File: config.mk
export PLATFORM = sky130hd
export DESIGN_NAME = serial_subtractor_nbit
export DESIGN_NICKNAME = d
export VERILOG_FILES = /design/src/rtl/serial_subtractor_nbit.sv
export SDC_FILE = /design/constraint.sdc
export NUM_CORES = 1
export LEC_CHECK = 0
export CORE_MARGIN = 5
export CORE_UTILIZATION = 35
export DETAILED_ROUTE_END_ITERATION = 12
export PLACE_DENSITY = 0.57
export SLEW_MARGIN = 10
export SYNTH_ARGS = -nofsm -noshare
export SYNTH_HDL_FRONTEND = slang
export SYNTH_SLANG_ARGS = --single-unit
File: constraint.sdc
create_clock -name clk -period 1.79 [get_ports clk]
set_input_delay 0.358 -clock clk [delete_from_list [all_inputs] [get_ports clk]]
set_output_delay 0.358 -clock clk [all_outputs]
set_load 0.05 [all_outputs]
File: src/rtl/serial_subtractor_nbit.sv
// Bit-serial LSB-first subtractor with a single borrow flop.
// Optional signed overflow output: define SUB_SIGNED_OVF_EN.
module serial_subtractor_nbit #(
  parameter int WIDTH = 4
) (
  input  logic             clk,
  input  logic             rst_n,
  input  logic             start,
  input  logic [WIDTH-1:0] a,
  input  logic [WIDTH-1:0] b,
  output logic             busy,
  output logic             done,
  output logic [WIDTH-1:0] diff,
  output logic             borrow
`ifdef SUB_SIGNED_OVF_EN
  ,
  output logic             ovf
`endif
);

  localparam int CW = (WIDTH > 2) ? $clog2(WIDTH) : 1;
  localparam logic [CW-1:0] LAST = CW'(WIDTH - 1);

  typedef enum logic [1:0] {
    S_IDLE,
    S_RUN,
    S_DONE
  } state_t;

  state_t state, state_nx;

  logic [WIDTH-1:0] a_sr;
  logic [WIDTH-1:0] b_sr;
  logic [WIDTH-1:0] d_sr;
  logic [CW-1:0]    cnt;
  logic             br_ff;
  logic             x, y;
  logic             bit_d, bit_br;
  logic             last;
  logic             accept;

`ifdef SUB_SIGNED_OVF_EN
  logic a_msb, b_msb;
`endif

  // One full-subtractor slice on the current LSBs
  always_comb begin
    x      = a_sr[0];
    y      = b_sr[0];
    bit_d  = x ^ y ^ br_ff;
    bit_br = (~x & y) | (~(x ^ y) & br_ff);
    last   = (cnt == LAST);
    accept = (state == S_IDLE) && start;
  end

  // State register
  always_ff @(posedge clk or negedge rst_n) begin
    if (!rst_n) begin
      state <= S_IDLE;
    end else begin
      state <= state_nx;
    end
  end

  // Next state and handshake outputs
  always_comb begin
    state_nx = state;
    busy     = 1'b0;
    done     = 1'b0;
    unique case (state)
      S_IDLE: begin
        if (start) state_nx = S_RUN;
      end
      S_RUN: begin
        busy = 1'b1;
        if (last) state_nx = S_DONE;
      end
      S_DONE: begin
        busy     = 1'b1;
        done     = 1'b1;
        state_nx = S_IDLE;
      end
      default: state_nx = S_IDLE;
    endcase
  end

  // Operand shifters, bit counter, borrow flop and held results
  always_ff @(posedge clk or negedge rst_n) begin
    if (!rst_n) begin
      a_sr   <= '0;
      b_sr   <= '0;
      d_sr   <= '0;
      cnt    <= '0;
      br_ff  <= 1'b0;
      diff   <= '0;
      borrow <= 1'b0;
`ifdef SUB_SIGNED_OVF_EN
      a_msb  <= 1'b0;
      b_msb  <= 1'b0;
      ovf    <= 1'b0;
`endif
    end else if (accept) begin
      a_sr   <= a;
      b_sr   <= b;
      d_sr   <= '0;
      cnt    <= '0;
      br_ff  <= 1'b0;
`ifdef SUB_SIGNED_OVF_EN
      a_msb  <= a[WIDTH-1];
      b_msb  <= b[WIDTH-1];
`endif
    end else if (state == S_RUN) begin
      a_sr  <= a_sr >> 1;
      b_sr  <= b_sr >> 1;
      d_sr  <= {bit_d, d_sr[WIDTH-1:1]};
      cnt   <= cnt + 1'b1;
      br_ff <= bit_br;
      if (last) begin
        diff   <= {bit_d, d_sr[WIDTH-1:1]};
        borrow <= bit_br;
`ifdef SUB_SIGNED_OVF_EN
        ovf    <= (a_msb != b_msb) && (bit_d != a_msb);
`endif
      end
    end
  end

endmodule

==> flow_summary.toml <==
[run_status]
outcome = "finished, final reports clean"

[pwr]
power_density_relative_to_cell_area_nw_per_um2 = 1930
power.net_switching_mw = 1.03
sw_frac_of_total = 0.425
total_power_mw = 2.43
clock_power_share = 0.096
p_seq_frac = 0.334
cellInternalPower_mw = 1.40
leakagePower_nw = 0.595
max-vdd-ir-drop_uv = 599
p_comb_frac = 0.570

[yosys]
synth.avg_cell_area_sq_um = 11.9
most_common_flop_cell_mapped_by_yosys = "dfrtp_1"
cell_variety_after_synth = 22
mappedNetlistNets = 104
number_of_enable_flip_flop_cells_after_synthesis = 0
mappedNetlistArea_sq_um = 1040
synth_cells = 87
synth_top_cells_by_count = "dfrtp_1, mux2i_1, o21ai_0"
postSynth.asyncResetShare = 1.00
ys_seq_elements = 21
synth_sequential_area_ratio = 0.507
synth_most_common_cell = "dfrtp_1"
synth.yosys.warnings = 0
synth.largest_area_cell = "dfrtp_1"
synth_top_area_share = 0.507
largest_cells_by_area_after_synthesis = "dfrtp_1, mux2i_1, ha_1"

[critical_path]
path_max_fanout = 3
timing.critical_path.slowest_cell_delay_ns = 0.39
startpoint_type = "register"
series_of_cell_instances_along_the_critical_path = "inv_1 > ha_1 > buf_12"
largest_delay_share_family_worst_path = "flip-flops"
worstReg2RegEnd = "br_ff"
regToRegStartpoint = "state[1]"
worst_r2r_path_depth = 5
path_buf_inv = 2
cpMaxStageDelayCell = "dfrtp_1"
timing.critical_path.depth = 3
criticalPathCategory = "register to primary output"
ff2ff_setup_slack_ns = 0.25
end_kind = "primary output"
required_ns = 1.43
critical_path.endpoint = "busy"
critical_path.startpoint = "state[0]"
cp_data_arrival_time_ns = 1.28

[floorplanning]
design.core.area_sq_um = 2810
placementRows = 19
die_w_um = 64.4
die_height_um = 64.4
io_pins = 18
initial_core_util = 0.370
fp.dieArea_sq_um = 4150

[timing]
hold_viol = 0
setup_viol_count_final = 0
finalWorstPathRequiredPeriod_ns = 1.64
final.setup_skew_ns = 0.00443
rsz0062_at_grt = "false"
timing.max_slew.rel_slack = 0.820
tightestPinTransition_ns = 0.270
timing_max_transition_violations_final = 0
achievable-frequency_mhz = 610
fin_tns_setup_ns = 0
layout_worst_path_cycle_share = 0.915

[clocking]
tritoncts_clock_tree = "yes"
clock_latency_ns = 0.31
postCtsSetupRepairBufs = 0
cts.path.max_buffers = 2
cts.reportedPaths.clkPinSlew_ns = 0.12
hold_fix_buffer_count_after_cts = 0
cts_made_buffers = 3
cts_num_sinks = 21
ctsRootBufferMaster = "clkbuf_4"
htree_num_levels = 1
cts_resized = 0

[place]
gp_routability_congestion = 0.687
dp.final_hpwl_mm = 1.24
placement.cell_area_sq_um = 1230
placed_cells_incl_taps = 133
place.port_buffers = 17

[drt]
postRouteWirelength_mm = 1.70
detail-route-antenna-nets = 0
drt-vias-per-instance = 4.74
detail_route.drc_violations = 0
vias_after_detailed_routing = 649
wire_per_inst_um = 12.4
drt_iter0_markers = 15
detailedRoute.firstPassIterationCount = 4

[finish]
final_net_count = 124
final_area_sq_um = 1260
final_layout_size_suffix_gt1_frac = 0.217
layout.cells.non_filler = 137
final.fill_count = 270
antenna-diode-count = 0
layout-area-overhead-vs-synth_pct = 21.6

[global_route]
grt_max_degree = 22
grt_pass1_vias = 705
antenna_found_initial = 0
grt_util_all_layers = 0.0940
remaining_global_route_overflow = 0
grt_pass1_wl_mm = 3.07

[run]
max-cap-violations = 0

[min_path]
hold_class = "primary input to asynchronous set/reset pin"
[power by group through the flow]
stage               Clock, mW  Sequential [mW]  Combinational, mW
finish                  0.234            0.812               1.38
global route            0.260            0.849               1.51
CTS                     0.242            0.819               1.40
detailed placement          0            0.829               1.39
global placement            0            0.820               1.37
floorplan                   0            0.956              0.918
[sequential cells by signal, indices dropped and copies added (netlist names)]
register and count:
br_ff 1, state 2, d_sr 3, diff 4, b_sr 4, borrow 1
a_sr 4, cnt 2
[cells in the final DEF, fill, tap and decap left out]
| master | count |
|---|---|
| inv_1 | 5 |
| nand2_1 | 8 |
| nor2b_1 | 1 |
| mux2i_1 | 10 |
| o31ai_1 | 1 |
| fa_1 | 1 |
| ha_1 | 5 |
| dfrtp_1 | 21 |
| clkinv_2 | 1 |
| mux2_2 | 2 |
| nand2b_1 | 2 |
| o21a_1 | 1 |
| and2_4 | 1 |
| xnor2_1 | 1 |
| nor2_1 | 6 |
| mux2_4 | 4 |
| a21oi_1 | 1 |
| clkbuf_4 | 3 |
| buf_12 | 2 |
| clkdlybuf4s50_1 | 10 |
| nand2_2 | 1 |
| buf_4 | 8 |
| nor2_8 | 1 |
| o21ai_0 | 10 |
[logic make-up after synthesis]
| family | share of synthesized area |
|---|---|
| flops | 0.507 |
| compound gates | 0.0676 |
| xor+xnor | 0.00845 |
| buf+inv | 0.0591 |
| mux | 0.176 |
| simple gates | 0.103 |
| fa+ha+maj | 0.0796 |
[final cells by class]
| class | instances | area (sq um) | share of cell area |
|---|---|---|---|
| flip-flops and latches | 21 | 526 | 0.417 |
| multi-input cells | 56 | 450 | 0.357 |
| repair buffers | 20 | 200 | 0.159 |
| well taps | 31 | 38.8 | 0.0308 |
| clock buffers | 3 | 22.5 | 0.0179 |
| inverters | 5 | 18.8 | 0.0149 |
| clock inverters | 1 | 5.00 | 0.00397 |
[per-layer routing]
| metal | vias up | share of wire | global-route usage |
|---|---|---|---|
| met2 | 17 | 0.44 | 0.151 |
| met3 | 5 | 0.049 | 0.0225 |
| met4 | 0 | 0.017 | 0.0396 |
| met1 | 303 | 0.49 | 0.122 |
| li1 | 324 | - | - |
| met5 | - | 0 | 0 |
[worst min-delay path by stage]
stage / startpoint / to / slack, ns / depth (start not counted)
2_1_floorplan: rst_n / a_sr[0] / 0.06 / 0
3_3_place_gp: d_sr[1] / diff[0] / 0.50 / 1
3_5_place_dp: d_sr[1] / diff[0] / 0.49 / 1
4_1_cts: rst_n / diff[0] / 0.38 / 2
5_1_grt: rst_n / diff[0] / 0.39 / 2
6_report: rst_n / diff[0] / 0.38 / 2
[stage by stage]
stage | setup slack (ns) | hold slack, ns | util
after CTS | 0.144 | 0.379 | 0.450
after global placement | 0.236 | 0.498 | 0.440
after detailed placement | 0.223 | 0.495 | 0.440
final | 0.151 | 0.376 | 0.450
after global routing | 0.0926 | 0.394 | 0.450
after floorplan | 0.355 | 0.0624 | -
Power figures use the tool's default switching activity.
